--- config.mk ---
export PLATFORM = sky130hd
export DESIGN_NAME = uart_rx_flat
export DESIGN_NICKNAME = d
export VERILOG_FILES = /design/src/rtl/uart_pkg.sv /design/src/rtl/uart_rx_if.sv /design/src/rtl/uart_sync_edge.sv /design/src/rtl/uart_rx.sv /design/src/flat_wrapper.sv
export SDC_FILE = /design/constraint.sdc
export NUM_CORES = 1
export LEC_CHECK = 0
export ABC_CLOCK_PERIOD_IN_PS = 4100
export CAP_MARGIN = 25
export CORE_ASPECT_RATIO = 0.5
export CORE_MARGIN = 2
export CORE_UTILIZATION = 45
export DETAILED_ROUTE_END_ITERATION = 6
export PLACE_DENSITY = 0.68
export SLEW_MARGIN = 0
export SYNTH_ARGS = -nofsm -noshare
export SYNTH_HDL_FRONTEND = slang
export SYNTH_SLANG_ARGS = --single-unit
--- constraint.sdc ---
create_clock -name clk -period 4.1 [get_ports clk]
set_input_delay 0.82 -clock clk [delete_from_list [all_inputs] [get_ports clk]]
set_output_delay 0.82 -clock clk [all_outputs]
set_load 0.01 [all_outputs]
--- src/rtl/uart_pkg.sv ---
// Shared definitions for the serial block: FSM state encoding, counter width
// and the clocks-per-bit helper also used by the transmitter.
package uart_pkg;

    localparam int CNT_W = 16;

    typedef enum logic [1:0] {
        S_IDLE  = 2'd0,
        S_START = 2'd1,
        S_DATA  = 2'd2,
        S_STOP  = 2'd3
    } uart_state_t;

    function automatic int uart_cycles(input int clk_mhz, input int baud);
        return (clk_mhz * 1000000) / baud;
    endfunction

endpackage

--- src/rtl/uart_rx_if.sv ---
// Receive-side byte handshake: the receiver (master) offers bytes and error
// pulses, the consumer (slave) answers with ready.
interface uart_rx_if;

    logic [7:0] rx_data;
    logic       rx_data_valid;
    logic       rx_data_ready;
    logic       rx_frame_err;
    logic       rx_overrun;

    modport master (
        output rx_data,
        output rx_data_valid,
        output rx_frame_err,
        output rx_overrun,
        input  rx_data_ready
    );

    modport slave (
        input  rx_data,
        input  rx_data_valid,
        input  rx_frame_err,
        input  rx_overrun,
        output rx_data_ready
    );

endinterface

--- src/rtl/uart_sync_edge.sv ---
// Two-flop synchronizer for the serial line plus a falling-edge detector that
// only arms once the synchronizer holds real line samples.
module uart_sync_edge (
    input  logic clk,
    input  logic rst_n,
    input  logic async_in,
    output logic sync_out,
    output logic fall_pulse
);

    logic       meta_reg;
    logic       sync_reg;
    logic       hist_reg;
    logic [1:0] prime_reg;

    // The history flop stays 0 until the reset value of sync_reg has been
    // flushed out, so a line that is already low at reset release never
    // looks like a falling edge.
    always_ff @(posedge clk or negedge rst_n) begin
        if (!rst_n) begin
            meta_reg  <= 1'b1;
            sync_reg  <= 1'b1;
            hist_reg  <= 1'b0;
            prime_reg <= 2'b00;
        end else begin
            meta_reg  <= async_in;
            sync_reg  <= meta_reg;
            prime_reg <= {prime_reg[0], 1'b1};
            hist_reg  <= sync_reg & prime_reg[1];
        end
    end

    assign sync_out   = sync_reg;
    assign fall_pulse = ~sync_reg & hist_reg;

endmodule

--- src/rtl/uart_rx.sv ---
// 8N1 UART receiver, LSB first: mid-bit sampling, byte offered on a
// valid/ready handshake, framing error and overrun reported as pulses.
module uart_rx
    import uart_pkg::*;
#(
    parameter int CLK_FRE   = 27,
    parameter int BAUD_RATE = 115200
) (
    input  logic      clk,
    input  logic      rst_n,
    input  logic      rx_pin,
    uart_rx_if.master rx
);

    localparam int CYCLE = uart_cycles(CLK_FRE, BAUD_RATE);
    localparam int HALF  = CYCLE / 2;
    localparam logic [CNT_W-1:0] CYCLE_LAST = CNT_W'(CYCLE - 1);
    localparam logic [CNT_W-1:0] HALF_LAST  = CNT_W'(HALF - 1);

    generate
        if (CYCLE < 4 || CYCLE > 65535) begin : g_cycle_range
            $error("uart_rx: clocks per bit must lie in 4..65535");
        end
    endgenerate

    logic rx_s;
    logic fall_pulse;

    uart_sync_edge u_sync_edge (
        .clk        (clk),
        .rst_n      (rst_n),
        .async_in   (rx_pin),
        .sync_out   (rx_s),
        .fall_pulse (fall_pulse)
    );

    uart_state_t      state_reg,     state_next;
    logic [CNT_W-1:0] cycle_cnt_reg, cycle_cnt_next;
    logic [2:0]       bit_cnt_reg,   bit_cnt_next;
    logic [7:0]       shreg_reg,     shreg_next;
    logic [7:0]       data_reg,      data_next;
    logic             valid_reg,     valid_next;
    logic             frame_err_reg, frame_err_next;
    logic             overrun_reg,   overrun_next;

    always_ff @(posedge clk or negedge rst_n) begin
        if (!rst_n) begin
            state_reg     <= S_IDLE;
            cycle_cnt_reg <= '0;
            bit_cnt_reg   <= '0;
            shreg_reg     <= '0;
            data_reg      <= '0;
            valid_reg     <= 1'b0;
            frame_err_reg <= 1'b0;
            overrun_reg   <= 1'b0;
        end else begin
            state_reg     <= state_next;
            cycle_cnt_reg <= cycle_cnt_next;
            bit_cnt_reg   <= bit_cnt_next;
            shreg_reg     <= shreg_next;
            data_reg      <= data_next;
            valid_reg     <= valid_next;
            frame_err_reg <= frame_err_next;
            overrun_reg   <= overrun_next;
        end
    end

    always_comb begin
        state_next     = state_reg;
        cycle_cnt_next = cycle_cnt_reg + 1'b1;
        bit_cnt_next   = bit_cnt_reg;
        shreg_next     = shreg_reg;
        data_next      = data_reg;
        valid_next     = valid_reg;
        frame_err_next = 1'b0;
        overrun_next   = 1'b0;

        // A completion in the same cycle overrides this and reloads the byte.
        if (valid_reg && rx.rx_data_ready) begin
            valid_next = 1'b0;
        end

        case (state_reg)
            S_IDLE: begin
                cycle_cnt_next = '0;
                bit_cnt_next   = '0;
                if (fall_pulse) begin
                    state_next = S_START;
                end
            end
            S_START: begin
                if (cycle_cnt_reg == HALF_LAST) begin
                    cycle_cnt_next = '0;
                    state_next     = rx_s ? S_IDLE : S_DATA;
                end
            end
            S_DATA: begin
                if (cycle_cnt_reg == CYCLE_LAST) begin
                    cycle_cnt_next          = '0;
                    shreg_next[bit_cnt_reg] = rx_s;
                    bit_cnt_next            = bit_cnt_reg + 3'd1;
                    if (bit_cnt_reg == 3'd7) begin
                        state_next = S_STOP;
                    end
                end
            end
            S_STOP: begin
                // Leave at mid stop bit so a following start edge is not missed.
                if (cycle_cnt_reg == CYCLE_LAST) begin
                    cycle_cnt_next = '0;
                    state_next     = S_IDLE;
                    if (!rx_s) begin
                        frame_err_next = 1'b1;
                    end else if (valid_reg && !rx.rx_data_ready) begin
                        overrun_next = 1'b1;
                    end else begin
                        data_next  = shreg_reg;
                        valid_next = 1'b1;
                    end
                end
            end
            default: begin
                state_next     = S_IDLE;
                cycle_cnt_next = '0;
            end
        endcase
    end

    assign rx.rx_data       = data_reg;
    assign rx.rx_data_valid = valid_reg;
    assign rx.rx_frame_err  = frame_err_reg;
    assign rx.rx_overrun    = overrun_reg;

endmodule

--- src/flat_wrapper.sv ---
// flat-port wrapper written by rule: the top's interface ports become plain ports
module uart_rx_flat import uart_pkg::*;
#(
    parameter int CLK_FRE   = 27,
    parameter int BAUD_RATE = 115200
)
  (clk, rst_n, rx_pin, rx_rx_data, rx_rx_data_valid, rx_rx_frame_err, rx_rx_overrun, rx_rx_data_ready);
  uart_rx_if rx_i ();
  input  logic clk;
  input  logic rst_n;
  input  logic rx_pin;
  output wire logic [$bits(rx_i.rx_data)-1:0] rx_rx_data;
  output wire logic [$bits(rx_i.rx_data_valid)-1:0] rx_rx_data_valid;
  output wire logic [$bits(rx_i.rx_frame_err)-1:0] rx_rx_frame_err;
  output wire logic [$bits(rx_i.rx_overrun)-1:0] rx_rx_overrun;
  input wire logic [$bits(rx_i.rx_data_ready)-1:0] rx_rx_data_ready;
  assign rx_rx_data = rx_i.rx_data;
  assign rx_rx_data_valid = rx_i.rx_data_valid;
  assign rx_rx_frame_err = rx_i.rx_frame_err;
  assign rx_rx_overrun = rx_i.rx_overrun;
  assign rx_i.rx_data_ready = rx_rx_data_ready;
  uart_rx #(.CLK_FRE(CLK_FRE), .BAUD_RATE(BAUD_RATE)) u_core (.clk(clk), .rst_n(rst_n), .rx_pin(rx_pin), .rx(rx_i));
endmodule
# Yosys cells after proc, flatten, opt, wreduce, memory -nomap -nowiden
# Cells that the tools add are included.
[op_classes]
reduce_logical = 11
magnitude_cmp = 2
muxes = 27
n_eq_ne = 11
addsub = 2
bitwise = 4
[op_table]
columns = ["operator", "n"]
rows = [
  ["$pmux 16 s3", 1],
  ["$mux 16", 2],
  ["$add 16x1->16 const B", 1],
  ["$eq 16x7->1 const B", 1],
  ["$eq 16x8->1 const B", 1],
  ["$mux 1", 13],
  ["$mux 2", 6],
  ["$ne 2x1->1 const B", 5],
  ["$bwmux 8", 1],
  ["$pmux 2 s4", 1],
  ["$pmux 3 s2", 1],
  ["$reduce_and 5->1", 1],
  ["$eq 2x2->1 const B", 2],
  ["$lt 3x4->1 const B", 1],
  ["$reduce_and 2->1", 2],
  ["$reduce_and 4->1", 1],
  ["$add 3x1->3 const B", 1],
  ["$demux 1 s3", 1],
  ["$eq 3x3->1 const B", 1],
  ["$ge 3x1->1 const B", 1],
  ["$logic_and 1x1->1", 3],
  ["$mux 3", 1],
  ["$and 1x1->1", 2],
  ["$eq 2x1->1 const B", 1],
  ["other kinds (5)", 6],
]
[word_totals]
out_inout_bits = 11
reg_bits = 45
in_bits = 4

# Logic depth before layout (Yosys ltp)
# Gate-level depths: netlist of run 1.
[logic_depth]
depth_word = 6
ltp_mapped = 8

# Modules after synthesis
# From an unflattened synthesis of run 1, not the netlist that was laid out.
[hier_totals]
hier_cells = 190
area_unflattened_um2 = 2173.3
[modules_own_cells]
columns = ["module", "seq_area_each_um2", "cells_per_inst", "instances", "area_each_um2"]
rows = [
  ["uart_rx", 1001.0, 182, 1, 2025.7],
  ["uart_sync_edge", 127.6, 8, 1, 147.6],
]

# Least setup slack after synthesis of run 1
# OpenSTA, ideal clock, no wires.
[synth_path]
path_type = "reg-to-reg"
startpoint = "register u_core.cycle_cnt_reg[1]"
endpoint = "register u_core.shreg_reg[2]"
stages_incl_launch_ff = 8
setup_ps = 127
slack_ps = 2440
arrival_time_ps = 1532
t_required_ps = 3973
cell_sequence = "dfrtp_1 inv_1 ha_1 and4b_1 and4_4 buf_6 nand4_1 mux2_1"
[synth_between]
elab_chain_len = 2
[synth_lines]
columns = ["element", "line_no", "text"]
rows = [
  ["from (decl)", "uart_rx.sv:38", "logic [CNT_W-1:0] cycle_cnt_reg, cycle_cnt_next;"],
  ["from (signal assigned)", "uart_rx.sv:58", "cycle_cnt_reg <= cycle_cnt_next;"],
  ["$eq 16x8->1", "uart_rx.sv:98", "if (cycle_cnt_reg == CYCLE_LAST) begin"],
  ["$reduce_and 2->1 (no source line)", "-", ""],
  ["to (signal assigned)", "uart_rx.sv:60", "shreg_reg <= shreg_next;"],
  ["to (decl)", "uart_rx.sv:40", "logic [7:0] shreg_reg, shreg_next;"],
]
# No other way between the ends.
# A chain may end at the register's enable or synchronous reset.

# Worst setup path in the final report of run 1
[layout_path]
startpoint = "register u_core.data_reg[4] (netlist: u_core.rx.rx_data[4])"
endpoint = "output rx_rx_data[4]"
[layout_lines]
columns = ["element", "line_no", "text"]
rows = [
  ["from (decl)", "uart_rx.sv:41", "logic [7:0] data_reg, data_next;"],
  ["from (signal assigned)", "uart_rx.sv:61", "data_reg <= data_next;"],
  ["to (decl)", "flat_wrapper.sv:12", "output wire logic [$bits(rx_i.rx_data)-1:0] rx_rx_data;"],
]
# No word-level cell between the ends.

==> impl_metrics.toml, run 1 <==
[power_and_ir_drop]
power_w = 0.000929
power_density_mw_per_mm2 = 384
leakage_nw = 1.07
ir_drop_mv = 0.154

[critical_path]
cp_data_required_time_ns = 3.28
crit_chain = "clkdlybuf4s50_1"
crit_slowest_cell = "clkdlybuf4s50_1"
crit_type = "reg2out"
critPathMaxFanout = 2
critPathMaxStageDelay_ns = 0.54
r2r_start = "u_core.cycle_cnt_reg[13]"
arrival_ns = 1.20
path_delay_family = "buffers and inverters"
setup.worst_path.end_class = "output port"
path_buf_inv = 1
critPathLaunch = "u_core.rx.rx_data[4]"
worst_setup_path_start_kind = "register"

[global_route]
grtUsageTotal_pct = 16.0
overflow = 0
grt_max_degree = 46
grt_pass1_wl_um = 6450
antenna_found_initial = 0
grt_pass1_vias = 1384

[cts]
cts_made_buffers = 5
post_cts_resized = 0
htree_levels = 2
cts_sinks = 45
clk_latency_ns = 0.30
cts_tree = "yes"
cts.root.buffer_cell = "clkbuf_8"
clockBufferDepth = 2
path_clk_slew_ns = 0.08
cts_setup_buffers = 0
cts_hold_buf = 0

[sta]
drv_slew = 0
rsz0062_at_grt = "false"
min_period_ns = 2.02
setup_tns_ns = 0
fin_skew_ns = 0.0137
fmax_ghz = 0.496
finalSetupViolCount = 0
hold_viol_final = 0
fin_crit_sh_pct = 49.2

[placed_design]
dp_hpwl_um = 2310
gp_congestion = 0.803
port_buffers = 14

[drt]
drtIter0Drc = 35
dr.pass1.iters = 4
drt.antenna.violating_nets = 0
via_per_inst = 5.42
vias = 1388
drc = 0
avgRoutedWirePerCell_um = 13.9
wl_um = 3570

[final_layout]
mostFrequentLayoutCells = "dfrtp_1 (43), nor2_1 (19), mux2_1 (16)"
finish.utilization_pct = 54.2
layout.cells.most_common = "dfrtp_1"
antennaDiodeCount = 0
nets = 207
largest_reg_flops = 16
area_growth_pct = 13.7
drive_gt1_share_pct = 11.1

[logic_synthesis]
ys_ff_latch = 45
syn_area_mm2 = 0.00213
syn_nets = 193
synth_cells = 184
synth-main-ff-cell = "dfrtp_1"
synth_edf_count = 0
avgSynthCellArea_um2 = 11.6
synth_seq_area_share_pct = 53.0
async_flop_share_pct = 100
yosysUniqueCellTypes = 43
yosys_warnings = 0

[floorplanning]
pin_count = 15
die_x_um = 101
rows = 17
core_mm2 = 0.00447
start_util_pct = 47.6
die_area_mm2 = 0.00533
dieHeight_um = 52.6

[run]
cap_violations = 0

[run_status]
outcome = "complete, no violations"

[worst_hold_path]
min_from = "u_core.u_sync_edge.meta_reg"
hp-class = "reg2reg"
cell type report:
cell class	instances	area (um2)
tap	57	71.3
inverter	7	26.3
timing repair buffer	15	155
multi-input combinational	124	931
clock inverter	2	35.0
sequential	45	1130
fill	376	2050
clock buffer	6	72.6
cell families (layout without fill, tap and decap cells):
group,count (synthesis),after routing,share of synthesized area [%]
XOR/XNOR,13,13,5.35
adder cells (fa/ha/maj),5,5,2.94
buffers and inverters,15,30,3.23
AND/OR/NAND/NOR,78,78,22.9
flip-flops,45,45,53.0
other,1,1,0.176
AO/OA/AOI/OAI,11,11,3.94
multiplexers,16,16,8.47
where the power goes:
part	total [W]	leakage [nW]	internal [W]	switching, W
logic	0.0000914	0.412	0.0000425	0.0000490
registers	0.000508	0.607	0.000469	0.0000384
clock network	0.000329	0.0552	0.000181	0.000148
total	0.000929	1.07	0.000693	0.000236
metrics by stage:
| stage | worst slack, ns | area [um2] | hold slack, ns | cells |
|---|---|---|---|---|
| 2_1_floorplan | 2.44 | 2130 | 0.331 | 184 |
| 3_3_place_gp | 1.93 | 2290 | 0.336 | 247 |
| 3_5_place_dp | 1.88 | 2290 | 0.338 | 247 |
| 4_1_cts | 2.07 | 2400 | 0.350 | 255 |
| 5_1_grt | 1.98 | 2420 | 0.347 | 256 |
| 6_report | 2.08 | 2420 | 0.346 | 256 |
cells in the mapped netlist (all sizes together), types with 2 or more instances:
cell    number  share of area [%]
dfrtp       43                 51
nor2        19                3.4
mux2        16                8.5
nand2       12                2.1
xnor2       12                4.9
nand3        8                2.4
inv          7                1.2
nand4        7                2.4
ha           5                2.9
nor3         5                1.2
nor4         5                2.9
buf          4                1.3
clkbuf       4               0.71
nand4b       4                1.6
o211ai       4                1.4
a31oi        3               0.88
nor3b        3                1.1
and3b        2               0.82
and4         2               0.94
dfstp        2                2.5
nand2b       2               0.59
metal layers:
metal  global-route usage, %  vias to the layer above  wire, um
li1                        -                      672         -
met1                    20.4                      691      1740
met2                    26.9                       17      1670
met3                    4.00                        8        96
met4                    5.41                        0        55
met5                       0                        -         0
final timing paths:
check / end / cells after the start / slack [ns]
setup reg to reg: u_core.rx.rx_data[7] / 4 / 2.12
min in group asynchronous: u_core.cycle_cnt_reg[6] / 1 / 0.44
hold / removal: u_core.u_sync_edge.sync_out / 0 / 0.35
max in group asynchronous: u_core.u_sync_edge.meta_reg / 2 / 3.09
hold reg to reg: u_core.u_sync_edge.sync_out / 0 / 0.35
setup / recovery: rx_rx_data[4] / 1 / 2.08
Note: power is estimated with default switching activity, not from simulation.
==> run 2, diff against run 1 <==
--- a/config.mk
+++ b/config.mk
@@ -5,13 +5,13 @@
 export SDC_FILE = /design/constraint.sdc
 export NUM_CORES = 1
 export LEC_CHECK = 0
-export ABC_CLOCK_PERIOD_IN_PS = 4100
+export ABC_CLOCK_PERIOD_IN_PS = 1600
 export CAP_MARGIN = 25
 export CORE_ASPECT_RATIO = 0.5
 export CORE_MARGIN = 2
 export CORE_UTILIZATION = 45
 export DETAILED_ROUTE_END_ITERATION = 6
-export PLACE_DENSITY = 0.68
+export PLACE_DENSITY = 0.7
 export SLEW_MARGIN = 0
 export SYNTH_ARGS = -nofsm -noshare
 export SYNTH_HDL_FRONTEND = slang
==> constraint.sdc (replaced) <==
create_clock -name clk -period 1.6 [get_ports clk]
set_input_delay 0.32 -clock clk [delete_from_list [all_inputs] [get_ports clk]]
set_output_delay 0.32 -clock clk [all_outputs]
set_load 0.01 [all_outputs]
==> run 2 against run 1 <==
The run now ends with setup timing left. Die area unchanged. Sequential cell count unchanged. Critical path depth up 8. Global-route usage up 2.7 points. Sequential power rose to 2.6 times the previous value. Clock skew down 0.0034 ns. Utilization up 13 points. Wire length up 34%. Count of clock-buffer cells in the layout down 1. Critical path type is now reg2reg.
==> impl_metrics.toml, run 2 (same netlist as run 1, synthesis figures left out) <==
[drt]
drt.antenna.violating_nets = 0
vias = 1587
drtIter0Drc = 29
dr.pass1.iters = 4
drc = 0
via_per_inst = 5.33
wl_um = 4770
avgRoutedWirePerCell_um = 16.0

[final_layout]
area_growth_pct = 40.2
nets = 249
final_area_mm2 = 0.00298
final_cells = 298
antennaDiodeCount = 0
layout.cells.most_common = "dfrtp_1"
largest_reg_flops = 16
drive_gt1_share_pct = 41.5
finish.utilization_pct = 66.8
mostFrequentLayoutCells = "dfrtp_1 (42), buf_4 (35), clkdlybuf4s50_1 (13)"
fillers = 329

[placed_design]
dp_cells = 282
place_area_mm2 = 0.00260
gp_congestion = 0.842
dp_hpwl_um = 2890
port_buffers = 14
preCtsSetupSlack_ns = -0.195

[sta]
setup_tns_ns = -7.77
rsz0062_at_grt = "true"
min_period_ns = 1.90
finalSetupViolCount = 40
fin_crit_sh_pct = 119
fin_skew_ns = 0.0103
setup_ws_ns = -0.299
fmax_ghz = 0.527
hold_viol_final = 0
drv_slew = 0

[critical_path]
crit_type = "reg2reg"
crit_slowest_cell = "dfrtp_1"
critPathMaxFanout = 8
arrival_ns = 2.09
worst_setup_path_start_kind = "register"
critPathLaunch = "u_core.cycle_cnt_reg[1]"
r2r_slack_ns = -0.30
crit_chain = "inv_2 -> buf_4 -> buf_6 -> ha_1 -> nor4bb_4 -> and4_1 -> o22a_4 -> buf_12 -> nor2_2"
setup.worst_path.end_class = "register"
cp_data_required_time_ns = 1.79
path_delay_family = "simple AND/OR/NAND/NOR gates"
path_buf_inv = 4
critPathMaxStageDelay_ns = 0.41
reg2reg_to = "u_core.cycle_cnt_reg[5]"
rr_worst_depth = 9
r2r_start = "u_core.cycle_cnt_reg[1]"

[worst_hold_path]
min_from = "u_core.u_sync_edge.meta_reg"
hp-class = "reg2reg"
min_to = "u_core.u_sync_edge.sync_out"
hold_path_depth = 0

[power_and_ir_drop]
ir_drop_mv = 0.416
leakage_nw = 1.33
power_density_mw_per_mm2 = 927

[cts]
clockBufferDepth = 2
htree_levels = 2
cts_made_buffers = 5
cts.root.buffer_cell = "clkbuf_8"
cts_sinks = 45
cts_tree = "yes"
path_clk_slew_ns = 0.09
clk_latency_ns = 0.31

[global_route]
antenna_found_initial = 0
overflow = 0
grt_pass1_vias = 1611
grt_max_degree = 21
grtUsageTotal_pct = 18.7
grt_pass1_wl_um = 7420

[run_status]
outcome = "finished, violations left"
violations = "setup timing"

[floorplanning]
pin_count = 15
dieHeight_um = 52.6
die_area_mm2 = 0.00533
core_mm2 = 0.00447
die_x_um = 101
rows = 17
start_util_pct = 47.6

[run]
cap_violations = 0
-- run 2: per-layer routing --
layer / track usage, % / up-vias / share of wire (%)
met3: 4.40 / 15 / 2.6
met2: 34.2 / 25 / 52
li1: - / 758 / -
met4: 6.08 / 0 / 3.5
met1: 22.1 / 789 / 42
met5: 0 / - / 0
-- run 2: worst reg2reg max path: stages (launching register included) --
cell	delay, ns
dfrtp_1	0.41
inv_2	0.09
buf_4	0.11
buf_6	0.08
ha_1	0.17
nor4bb_4	0.27
and4_1	0.28
o22a_4	0.19
buf_12	0.15
nor2_2	0.05
-- run 2: worst max path at each step --
| stage | to | cells past startpoint | slack (ns) |
|---|---|---|---|
| 6_report | u_core.cycle_cnt_reg[5] | 9 | -0.30 |
| 5_1_grt | u_core.cycle_cnt_reg[15] | 9 | -0.33 |
| 4_1_cts | u_core.shreg_reg[6] | 5 | -0.16 |
| 3_5_place_dp | u_core.rx.rx_data[7] | 6 | -0.20 |
| 3_3_place_gp | u_core.rx.rx_data[5] | 6 | -0.16 |
| 2_1_floorplan | u_core.shreg_reg[2] | 7 | -0.06 |
-- run 2: area by class of cell --
type	instances	area, um2	area share (%)
flip-flops and latches	45	1130	37.9
clock buffers	5	68.8	2.31
well taps	57	71.3	2.39
clock inverters	3	21.3	0.713
multi-input cells	124	1140	38.2
inverters	7	26.3	0.881
repair buffers	57	527	17.7
-- run 2: what timing repair did --
item / in CTS / in global routing
resized for setup: 18 / 32
endpoints found under the hold margin: 16 / 0
endpoints found under the setup margin: 37 / 40
hold buffers: 1 / 0
pin swaps: 3 / 10
setup buffers: 1 / 6
cloned: 0 / 1
-- run 2: power breakdown --
group          internal (W)  switching, W  leakage [nW]  total, W
registers           0.00121      0.000106         0.606   0.00131
logic              0.000414      0.000314         0.681  0.000728
clock network      0.000310      0.000415        0.0445  0.000726
total               0.00193      0.000836          1.33   0.00276
-- run 2: per-stage QoR --
stage                     hold slack, ns  power, W
after detailed placement           0.306   0.00174
after global routing               0.371   0.00289
final                              0.360   0.00276
after CTS                          0.361   0.00252
after global placement             0.298   0.00173
after floorplan                   0.0244   0.00149
==> run 3, diff against run 2 <==
--- a/config.mk
+++ b/config.mk
@@ -6,7 +6,6 @@
 export NUM_CORES = 1
 export LEC_CHECK = 0
 export ABC_CLOCK_PERIOD_IN_PS = 1600
-export CAP_MARGIN = 25
 export CORE_ASPECT_RATIO = 0.5
 export CORE_MARGIN = 2
 export CORE_UTILIZATION = 45
==> results of run 3 <==
Final layout, timing and power as in run 2 (identical DEF).
